==> config.mk <==
export PLATFORM = sky130hd
export DESIGN_NAME = instr_fetch_unit
export DESIGN_NICKNAME = d
export VERILOG_FILES = /design/src/rtl/fetch_pkg.sv /design/src/rtl/fetch_timeout_counter.sv /design/src/rtl/instr_fetch_unit.sv
export SDC_FILE = /design/constraint.sdc
export NUM_CORES = 1
export LEC_CHECK = 0
export BUFFER_PORTS_ARGS = -buffer_cell sky130_fd_sc_hd__buf_4
export CORE_MARGIN = 1
export CORE_UTILIZATION = 48
export CTS_CLUSTER_DIAMETER = 200
export CTS_CLUSTER_SIZE = 30
export DETAILED_ROUTE_END_ITERATION = 8
export GPL_ROUTABILITY_DRIVEN = 0
export PLACE_DENSITY_LB_ADDON = 0.2
export SETUP_SLACK_MARGIN = 0.02
export SYNTH_ARGS = -nofsm -noshare
export SYNTH_HDL_FRONTEND = slang
export SYNTH_SLANG_ARGS = --single-unit
==> constraint.sdc <==
create_clock -name clk -period 1.9 [get_ports clk]
set_clock_uncertainty 0.1 [all_clocks]
set_input_delay 0.38 -clock clk [delete_from_list [all_inputs] [get_ports clk]]
set_output_delay 0.38 -clock clk [all_outputs]
set_load 0.02 [all_outputs]
==> src/rtl/fetch_pkg.sv <==
// Shared types and constants for the instruction fetch sequencer.
package fetch_pkg;

    typedef enum logic [1:0] {
        IDLE  = 2'd0,
        REQ   = 2'd1,
        LATCH = 2'd2
    } fetch_state_t;

    localparam int TIMEOUT_W          = 8;
    localparam int DEFAULT_ADDR_WIDTH = 16;

endpackage

==> src/rtl/fetch_timeout_counter.sv <==
// Saturating wait-cycle counter; flags expiry once the count equals TIMEOUT.
module fetch_timeout_counter
    import fetch_pkg::*;
#(
    parameter int TIMEOUT = 255
) (
    input  logic clk,
    input  logic rst,
    input  logic clr,
    input  logic en,
    output logic expired
);

    localparam logic [TIMEOUT_W-1:0] LIMIT = TIMEOUT_W'(TIMEOUT);

    logic [TIMEOUT_W-1:0] count;

    always_ff @(posedge clk or posedge rst) begin
        if (rst) begin
            count <= '0;
        end else if (clr) begin
            count <= '0;
        end else if (en && (count != '1)) begin
            count <= count + TIMEOUT_W'(1);
        end
    end

    assign expired = (count == LIMIT);

endmodule

==> src/rtl/instr_fetch_unit.sv <==
// Instruction fetch sequencer: owns the PC, reads memory with a ready
// handshake and hands each word to the instruction register.
module instr_fetch_unit
    import fetch_pkg::*;
#(
    parameter int                    ADDR_WIDTH = DEFAULT_ADDR_WIDTH,
    parameter logic [ADDR_WIDTH-1:0] RESET_PC   = '0,
    parameter int                    TIMEOUT    = 255
) (
    input  logic                  clk,
    input  logic                  rst,
    input  logic                  fetch_req,
    input  logic                  pc_load,
    input  logic [ADDR_WIDTH-1:0] pc_load_val,
    output logic [ADDR_WIDTH-1:0] mem_addr,
    output logic                  mem_rd,
    input  logic [15:0]           mem_rdata,
    input  logic                  mem_ready,
    output logic [15:0]           instr_data,
    output logic                  ir_we,
    output logic [ADDR_WIDTH-1:0] pc,
    output logic                  busy,
    output logic                  fetch_done,
    output logic                  fetch_err
);

    fetch_state_t          state;
    fetch_state_t          next_state;
    logic [ADDR_WIDTH-1:0] pc_q;
    logic [15:0]           instr_q;
    logic                  redir_pend;
    logic [ADDR_WIDTH-1:0] redir_val;
    logic                  err_q;
    logic                  cnt_en;
    logic                  cnt_clr;
    logic                  expired;
    logic                  take_word;
    logic                  timed_out;

    assign take_word = (state == REQ) && mem_ready;
    assign timed_out = (state == REQ) && !mem_ready && expired;

    // The counter runs from the edge that enters REQ, so expiry lands on the
    // TIMEOUT-th REQ cycle and the error pulse follows one cycle later.
    assign cnt_en  = (next_state == REQ);
    assign cnt_clr = !cnt_en;

    fetch_timeout_counter #(
        .TIMEOUT(TIMEOUT)
    ) u_timeout (
        .clk    (clk),
        .rst    (rst),
        .clr    (cnt_clr),
        .en     (cnt_en),
        .expired(expired)
    );

    always_ff @(posedge clk or posedge rst) begin
        if (rst) begin
            state <= IDLE;
        end else begin
            state <= next_state;
        end
    end

    always_comb begin
        next_state = state;
        case (state)
            IDLE:    if (fetch_req) next_state = REQ;
            REQ: begin
                if (mem_ready) begin
                    next_state = LATCH;
                end else if (expired) begin
                    next_state = IDLE;
                end
            end
            LATCH:   next_state = IDLE;
            default: next_state = IDLE;
        endcase
    end

    always_comb begin
        mem_rd     = 1'b0;
        busy       = 1'b0;
        ir_we      = 1'b0;
        fetch_done = 1'b0;
        case (state)
            REQ: begin
                mem_rd = 1'b1;
                busy   = 1'b1;
            end
            LATCH: begin
                busy       = 1'b1;
                ir_we      = 1'b1;
                fetch_done = 1'b1;
            end
            default: ;
        endcase
    end

    // A redirect seen in the exit cycle itself is the newest, so it beats
    // any value already parked in the pending register.
    always_ff @(posedge clk or posedge rst) begin
        if (rst) begin
            pc_q       <= RESET_PC;
            instr_q    <= '0;
            redir_pend <= 1'b0;
            redir_val  <= '0;
            err_q      <= 1'b0;
        end else begin
            err_q <= timed_out;
            if (take_word) begin
                instr_q <= mem_rdata;
            end
            case (state)
                IDLE: begin
                    if (pc_load) pc_q <= pc_load_val;
                end
                REQ: begin
                    if (timed_out) begin
                        if (pc_load) begin
                            pc_q <= pc_load_val;
                        end else if (redir_pend) begin
                            pc_q <= redir_val;
                        end
                        redir_pend <= 1'b0;
                    end else if (pc_load) begin
                        redir_pend <= 1'b1;
                        redir_val  <= pc_load_val;
                    end
                end
                LATCH: begin
                    if (pc_load) begin
                        pc_q <= pc_load_val;
                    end else if (redir_pend) begin
                        pc_q <= redir_val;
                    end else begin
                        pc_q <= pc_q + ADDR_WIDTH'(1);
                    end
                    redir_pend <= 1'b0;
                end
                default: ;
            endcase
        end
    end

    assign pc         = pc_q;
    assign mem_addr   = pc_q;
    assign instr_data = instr_q;
    assign fetch_err  = err_q;

endmodule

# Yosys cells after proc, flatten, opt, wreduce, memory -nomap -nowiden
# Index checks and enable logic that the tools add are counted.
# classes
n_reduce_logical	12
n_addsub	2
n_mux	19
bitwise	1
n_eq_ne	10
# op_table
operator	count
$mux 16	6
$pmux 16 s3	1
$add 16x1->16 const B	1
$mux 8	2
$add 8x1->8 const B	1
$eq 8x8->1 const B	1
$ne 8x8->1 const B	1
$mux 2	3
$ne 2x2->1 const B	3
$ne 3x3->1 const B	2
$mux 1	5
$eq 2x1->1 const B	2
$logic_and 1x1->1	4
$pmux 2 s2	1
$reduce_and 4->1	1
$reduce_and 3->1	1
$reduce_bool 3->1	1
$eq 2x2->1 const B	1
$logic_not 2->1	1
$pmux 1 s2	1
$reduce_and 2->1	1
$reduce_bool 2->1	1
$reduce_or 2->1	1
$logic_not 1->1	1
$not 1->1	1
# word_totals
output_inout_bits	53
inputBits	37
ff_bits	60

# Logic depth before layout (Yosys ltp)
# Gate-level depths: netlist (run 1).
# depth
word_depth	8
ltp_mapped	9

# By module
# From an unflattened synthesis (run 1), not the netlist that was laid out.
# hier_totals
hier_cells	362
hier_area_um2	3616.0
# modules_own_cells
module	cells_each	seq_area_each_um2	area_each_um2	instances
instr_fetch_unit	314	1301.2	3124.2	1
fetch_timeout_counter	48	200.2	491.7	1

# Worst setup path after synthesis (run 1)
# OpenSTA, ideal clock, no wires.
# synth_path
path_type	flip-flop to flip-flop
startpoint	register state[1]
endpoint	register pc_q[15], in the netlist mem_addr[15]
path_slack_ns	-0.194
arrival_ns	1.873
path_stages_with_launch	10
period_less_slack_ns	2.094
cell_sequence	dfrtp_1 -> inv_1 -> ha_1 -> buf_2 -> or2_2 -> clkbuf_1 -> a21oi_1 -> o21a_1 -> o31ai_1 -> a22o_1
# synth_via
elab_chain_cells	5
# synth_lines
element	line_no	text
start, declared	instr_fetch_unit.sv:27	fetch_state_t state;
start signal, assigned	instr_fetch_unit.sv:62	state <= next_state;
$eq 2x1->1	instr_fetch_unit.sv:41, instr_fetch_unit.sv:115	
$logic_and 1x1->1 (2 in series)	instr_fetch_unit.sv:41	assign timed_out = (state == REQ) && !mem_ready && expired;
$ne 2x2->1 (no line)	n/a	
$reduce_and 4->1 (no line)	n/a	
end signal, assigned	instr_fetch_unit.sv:117	if (pc_load) pc_q <= pc_load_val;
end signal, assigned	instr_fetch_unit.sv:122	pc_q <= pc_load_val;
end signal, assigned	instr_fetch_unit.sv:124	pc_q <= redir_val;
end, declared	instr_fetch_unit.sv:29	logic [ADDR_WIDTH-1:0] pc_q;
# Parallel ways exist; a longest one is shown, timed or not.
# A chain may end at the register's enable or synchronous reset.

# Worst setup path in the final report (run 1)
# layout_path
startpoint	register state[0]
endpoint	register pc_q[4], in the netlist mem_addr[4]
# The elaborated chain is that of the path after synthesis.

==> results of run 1 <==
timing repair:
item | in CTS | in global routing
setup endpoints to repair | 24 | 31
gates cloned | 1 | 1
resized for setup | 8 | 47
pin swaps | 3 | 12
hold endpoints to repair | 18 | 0
buffers inserted | 4 | 15
hold buffers | 1 | 0
synthesized netlist by cell type, drive strengths merged, types with 3 or more instances:
master	number	area, sq um
dfrtp	60	1500
mux2	32	398
nor2	32	120
nand2	28	105
buf	24	184
o21ai	24	131
a21oi	21	105
clkbuf	12	46.3
nor3	9	45.0
o31ai	9	72.6
inv	8	30.0
nand3	8	45.0
ha	6	75.1
nand4	5	37.5
a31oi	4	25.0
a32oi	4	35.0
nand2b	4	25.0
xor2	4	35.0
a41oi	3	26.3
nor4	3	18.8
o221ai	3	26.3
xnor2	3	26.3
worst max path at each step:
stage,cells after the start,from,end
6_report,8,state[0],mem_addr[4]
5_1_grt,8,state[0],mem_addr[4]
4_1_cts,4,state[1],fetch_done
3_5_place_dp,6,u_timeout.count[0],mem_addr[12]
3_3_place_gp,6,u_timeout.count[1],mem_addr[12]
2_1_floorplan,7,u_timeout.count[0],redir_val[0]
critical path, delay by kind of cell, from the launching register on:
family                     cells  cell delay [ps]
DFF                            1              400
AOI/OAI and AO/OA              3              470
and+or+nand+nor                2              360
adders and majority gates      1              180
buffers and inverters          2              280
metal layers:
layer / GRT usage / vias to the layer above
met5: 0 / -
met4: 0.120 / 0
met3: 0.0760 / 28
met2: 0.417 / 151
met1: 0.309 / 1529
li1: - / 1453
report_power, final:
group,leakage [uW],internal [uW],switching (uW)
combinational,0.00140,2780,2810
clock,0.0000910,490,582
sequential,0.000738,1850,441
cell type report:
class,instances,area [sq um]
clock buffer,9,124
sequential,60,1500
timing repair buffer,147,1220
clock inverter,7,56.3
fill,486,1950
tap,96,120
inverter,8,33.8
multi-input combinational,234,1790
registers in the layout (all words and copies together), names as in the netlist:
name / cells
instr_data: 16
mem_addr: 16
redir_val: 16
u_timeout.count: 8
state: 2
fetch_err: 1
redir_pend: 1
kinds of logic after synthesis:
| kind of cell | after synthesis |
|---|---|
| multiplexers | 34 |
| flip-flops | 60 |
| AND/OR/NAND/NOR | 100 |
| AO/OA/AOI/OAI | 87 |
| buffers and inverters | 44 |
| adder cells (fa/ha/maj) | 6 |
| XOR/XNOR | 7 |
cell usage in the layout, fill, tap and decap left out, types with 11 or more instances in the layout:
cell type,instances
buf_6,11
nand2_1,27
nor2_1,29
a21oi_1,18
buf_4,127
mux2_4,16
o21ai_0,19
dfrtp_1,60
mux2_2,16
stage by stage:
stage                     hold WS (ps)  TNS, ps  worst slack, ps   util
after floorplan                    350     -873            -87.3      -
after global placement             316        0             23.4  0.631
after detailed placement           321    -40.5            -17.9  0.631
after CTS                          144        0             5.31  0.671
after global routing               142     -455            -81.2  0.713
final                              150    -17.0            -17.0  0.713
==> summary.md, run 1 <==
| Metric | Value |
|---|---|
| Slowest cell on crit path | `dfrtp_1` |
| Drt pass-1 iters | `5` |
| Worst setup SP type | `register` |
| Initial antenna violation count | `0` |
| Final Hold Viols | `0` |
| Pwr/cell area | `1850 nW/um^2` |
| Die width | `85.8 microns` |
| Final worst setup slack | `-17.0 ps` |
| IO Port Bufs | `89` |
| Max rail drop VDD | `0.00101 V` |
| CTS max path bufs | `2` |
| Ports | `90` |
| Syn_nets | `381` |
| Chip Height | `85.8 microns` |
| Total track usage | `0.254` |
| Overall Power | `8950 uW` |
| Inserted Diodes | `0` |
| Final Max Tran Viols | `0` |
| Clock transition at the registers of the reported paths | `80 ps` |
| WL/cell | `16.8 microns` |
| Synth async-reset ratio | `1.00` |
| Ys flop type | `dfrtp_1` |
| Synth cell types | `54` |
| Clock sinks | `60` |
| Synth Cell Area | `3370 sq um` |
| Sequential element share of the synthesized area | `0.445` |
| Crit Path Class | `register to register` |
| Setup-failing EPs final | `1` |
| CTS tree | `built` |
| M1 WL | `3870 microns` |
| Initial core utilization | `0.496` |
| Post-synthesis compound-gate area fraction | `0.173` |
| Seq cells post-synth | `60` |
| Mux share of post-synthesis cell area | `0.124` |
| Slew HR | `0.694` |
| Share of layout cells above drive strength 1 | `0.486` |
| Worst endpoint data arrival time | `2040 ps` |
| Die area | `7360 sq um` |
| Clock Root Buffer | `clkbuf_8` |
| HP Start | `mem_rdata[4]` |
| Cell Count, Final, Fillers Out | `561` |
| Antenna-violating nets left | `0` |
| Met2 Wirelength | `4620 microns` |
| Worst skew pair latency | `350 ps` |
| Yosys warnings | `0` |
| # nets final | `503` |
| Post-Route WL | `9410 microns` |
| Max Freq | `522 MHz` |
| Combinational family with the most area after synthesis | `compound AO/OA/AOI/OAI gates` |
| CP required | `2030 ps` |
| First-pass GRT wire length | `14500 microns` |
| Adder-Cell Fraction of Synth Area | `0.0223` |
| Max-Cap Viols | `0` |
| Worst-Margin Slew | `459 ps` |
| Placed cells | `523` |
| Via density per instance | `5.63` |
| Area Growth Syn to Fin | `43.7%` |
| Cells after Synth | `338` |
| Slowest stage delay, CP | `400 ps` |
| Placed cell areas | `4290 sq um` |
| Min-delay worst type | `input pin to register` |
| R2R depth | `8` |
| First DRT Iteration DRCs | `245` |
| Final Cycle Share | `1.01` |
| Drt drc | `0` |
| Top cell by count, worst path | `buf_6` |
| Cts bufs inserted | `9` |
| Overflow left after global routing | `0` |
| Crit-path cells | `buf_6 > ha_4 > or2_4 > buf_6 > a21oi_2 > nor2_1 > o32ai_1 > o21ai_1` |
| Total number of vias | `3161` |
| Largest net degree at the start of global routing | `26` |
| Reg-to-Reg Start | `state[0]` |
| Hpwl dp | `6300 microns` |
| Crit Path Max Fanout | `7` |
| Synth Area in Simple Gates | `0.140` |
| Post-synth EDFFs | `0` |
| Hold Path End | `instr_data[4]` |
| Finished Cell Area | `4850 sq um` |
| Wire length on met3 | `655 microns` |
| Mean Syn Cell Area | `9.98 sq um` |
| RSZ-0062 raised after global routing | `true` |
| CP endpoint kind | `register` |
| Vias in the first global route | `3070` |
| Worst hold path depth | `2` |
| Setup slack, reg-to-reg | `-20 ps` |
| Critical R2R Capture | `mem_addr[4]` |
| Xor/xnor share of the synthesized area | `0.0182` |
| Row count | `30` |
| P_leak | `0.00223 uW` |
| Failing checks | `negative setup slack` |
| Core area | `6790 sq um` |
| H-tree depth | `3` |
| Outcome | `finished with violations` |
| Max Used Layer | `met4` |
| Final Critical Period | `1920 ps` |
No activity file was read; power rests on OpenSTA's default activity.
==> run 2: changes to the inputs <==
--- a/config.mk
+++ b/config.mk
@@ -6,13 +6,16 @@
 export NUM_CORES = 1
 export LEC_CHECK = 0
 export BUFFER_PORTS_ARGS = -buffer_cell sky130_fd_sc_hd__buf_4
+export CELL_PAD_IN_SITES_DETAIL_PLACEMENT = 1
+export CELL_PAD_IN_SITES_GLOBAL_PLACEMENT = 1
 export CORE_MARGIN = 1
-export CORE_UTILIZATION = 48
+export CORE_UTILIZATION = 36
 export CTS_CLUSTER_DIAMETER = 200
 export CTS_CLUSTER_SIZE = 30
 export DETAILED_ROUTE_END_ITERATION = 8
 export GPL_ROUTABILITY_DRIVEN = 0
 export PLACE_DENSITY_LB_ADDON = 0.2
+export RECOVER_POWER = 100
 export SETUP_SLACK_MARGIN = 0.02
 export SYNTH_ARGS = -nofsm -noshare
 export SYNTH_HDL_FRONTEND = slang
==> summary.md, run 2 (same netlist as run 1, synthesis figures left out) <==
| Metric | Value |
|---|---|
| Max rail drop VDD | `0.000748 V (was 0.00101 V)` |
| Core Util, Final | `0.524 (was 0.713)` |
| Cts bufs inserted | `9 (unchanged)` |
| FF+latch area | `1500 sq um (about the same)` |
| RSZ-0062 raised after global routing | `true (unchanged)` |
| Largest net degree at the start of global routing | `25 (was 26)` |
| Max Freq | `515 MHz (was 522 MHz)` |
| Final Cycle Share | `1.02 (was 1.01)` |
| First DRT Iteration DRCs | `89 (was 245)` |
| P_leak | `0.00207 uW (was 0.00223 uW)` |
| Clock Root Buffer | `clkbuf_8 (unchanged)` |
| Drt pass-1 iters | `6 (was 5)` |
| Clock transition at the registers of the reported paths | `80 ps (about the same)` |
| CP startpoint | `u_timeout.count[1] (was state[0])` |
| Via density per instance | `5.49 (was 5.63)` |
| Drt drc | `0 (unchanged)` |
| Reg-to-Reg Start | `u_timeout.count[1] (was state[0])` |
| H-tree depth | `3 (unchanged)` |
| Setup-failing EPs final | `10 (was 1)` |
| Pwr/cell area | `1870 nW/um^2 (was 1850 nW/um^2)` |
| Worst endpoint data arrival time | `2080 ps (was 2040 ps)` |
| CP endpoint kind | `register (unchanged)` |
| Final Hold Viols | `0 (unchanged)` |
| Worst hold path depth | `2 (unchanged)` |
| Initial core utilization | `0.379 (was 0.496)` |
| Outcome | `finished with violations (unchanged)` |
| Commonest non-fill, non-tap cell in the layout | `buf_4 (unchanged)` |
| Min-delay worst type | `input pin to register (unchanged)` |
| Die area | `9760 sq um (was 7360 sq um)` |
| Vias in the first global route | `3404 (was 3070)` |
| Final Max Tran Viols | `0 (unchanged)` |
| Total track usage | `0.224 (was 0.254)` |
| First-pass GRT wire length | `16900 microns (was 14500 microns)` |
| Overflow left after global routing | `0 (unchanged)` |
| Failing checks | `negative setup slack (unchanged)` |
| CTS max path bufs | `2 (unchanged)` |
| Worst-Margin Slew | `819 ps (was 459 ps)` |
| Ports | `90 (unchanged)` |
| Hold Path End | `instr_data[10] (was instr_data[4])` |
| # nets final | `495 (was 503)` |
| Crit Path Class | `register to register (unchanged)` |
| Finished Cell Area | `4660 sq um (was 4850 sq um)` |
| Area Growth Syn to Fin | `38.2% (was 43.7%)` |
| Hpwl dp | `7380 microns (was 6300 microns)` |
| Slew HR | `0.451 (was 0.694)` |
| IO Port Bufs | `89 (unchanged)` |
| Inserted Diodes | `0 (unchanged)` |
| Share of layout cells above drive strength 1 | `0.387 (was 0.486)` |
| Core area | `8890 sq um (was 6790 sq um)` |
| Initial antenna violation count | `0 (unchanged)` |
| CTS tree | `built (unchanged)` |
| Final worst setup slack | `-40.7 ps (was -17.0 ps)` |
| WL/cell | `18.8 microns (was 16.8 microns)` |
| Die width | `98.8 microns (was 85.8 microns)` |
| R2R depth | `6 (was 8)` |
| Row count | `34 (was 30)` |
| Critical R2R Capture | `redir_val[5] (was mem_addr[4])` |
| Max-Cap Viols | `0 (unchanged)` |
| Most frequent cells in the layout | `buf_4 (88), dfrtp_1 (59), clkbuf_1 (39) (was buf_4 (127), dfrtp_1 (60), nor2_1 (29))` |
| Crit Path Max Fanout | `4 (was 7)` |
| Post-Route WL | `10600 microns (was 9410 microns)` |
| Total number of vias | `3104 (was 3161)` |
| Antenna-violating nets left | `0 (unchanged)` |
| HP Start | `mem_rdata[10] (was mem_rdata[4])` |
| Placed cell areas | `4340 sq um (was 4290 sq um)` |
| CP required | `2030 ps (about the same)` |
| Layout fillers | `1035 (was 486)` |
| Setup slack, reg-to-reg | `-40 ps (was -20 ps)` |
| Area occupied by multi-input gates | `1770 sq um (was 1790 sq um)` |
| Clock sinks | `60 (unchanged)` |
| Final Critical Period | `1940 ps (was 1920 ps)` |
| Worst skew pair latency | `350 ps (about the same)` |
| Worst setup SP type | `register (unchanged)` |
| Chip Height | `98.8 microns (was 85.8 microns)` |
[run 2: cell count changes in the layout (fill, tap and decap cells not counted), moves of 4 or more]
cell      delta
buf_4       -39
buf_6        -7
clkbuf_1    +39
o21ai_1      +4
[run 2: how the worst max path moves through the flow]
stage | end | depth (start not counted) | slack [ps]
2_1_floorplan | redir_val[0] | 7 | -90
3_3_place_gp | redir_val[12] | 6 | 60
3_5_place_dp | mem_addr[10] | 7 | -20
4_1_cts | mem_addr[7] | 7 | -20
5_1_grt | mem_addr[15] | 7 | -90
6_report | redir_val[5] | 6 | -40
[run 2: worst max-delay path, stage by stage, from the launching register on]
cell	delay [ps]
dfrtp_1	400
ha_4	170
nand3_4	90
or2_4	270
o21ai_4	270
clkbuf_16	220
mux2_4	300
[run 2: layout make-up]
class / instances / area share
Sequential cell: 60 / 0.323
Clock inverter: 7 / 0.0266
Multi-Input combinational cell: 234 / 0.381
Clock buffer: 9 / 0.0266
Tap cell: 108 / 0.0290
Timing Repair Buffer: 139 / 0.208
Inverter: 8 / 0.00671
[run 2: per-stage QoR]
stage	hold slack [ps]	setup TNS [ps]	cells	setup slack [ps]	total power, uW
2_1_floorplan	350	-873	338	-87.3	5390
3_5_place_dp	325	-20.4	542	-16.9	7190
4_1_cts	146	-76.9	560	-23.8	8800
6_report	156	-186	565	-40.7	8710
3_3_place_gp	321	0	542	55.1	7020
5_1_grt	139	-1310	565	-93.6	9270
[run 2: metal layers]
layer,track usage,vias up,routed length [microns]
met3,0.0539,17,595
met4,0.0873,0,159
met1,0.264,1546,4430
met5,0,-,0
met2,0.392,104,5430
li1,-,1437,-
[run 2: what timing repair did]
item | CTS | global route
hold buffers | 1 | 0
setup endpoints to repair | 21 | 40
resized for setup | 7 | 30
pin swaps | 1 | 4
endpoints found under the hold margin | 17 | 0
setup buffers | 1 | 4
gates cloned | 0 | 1
[run 2: power breakdown]
group          switching, uW  internal [uW]
combinational           2740           2190
clock                    579            880
sequential               464           1850
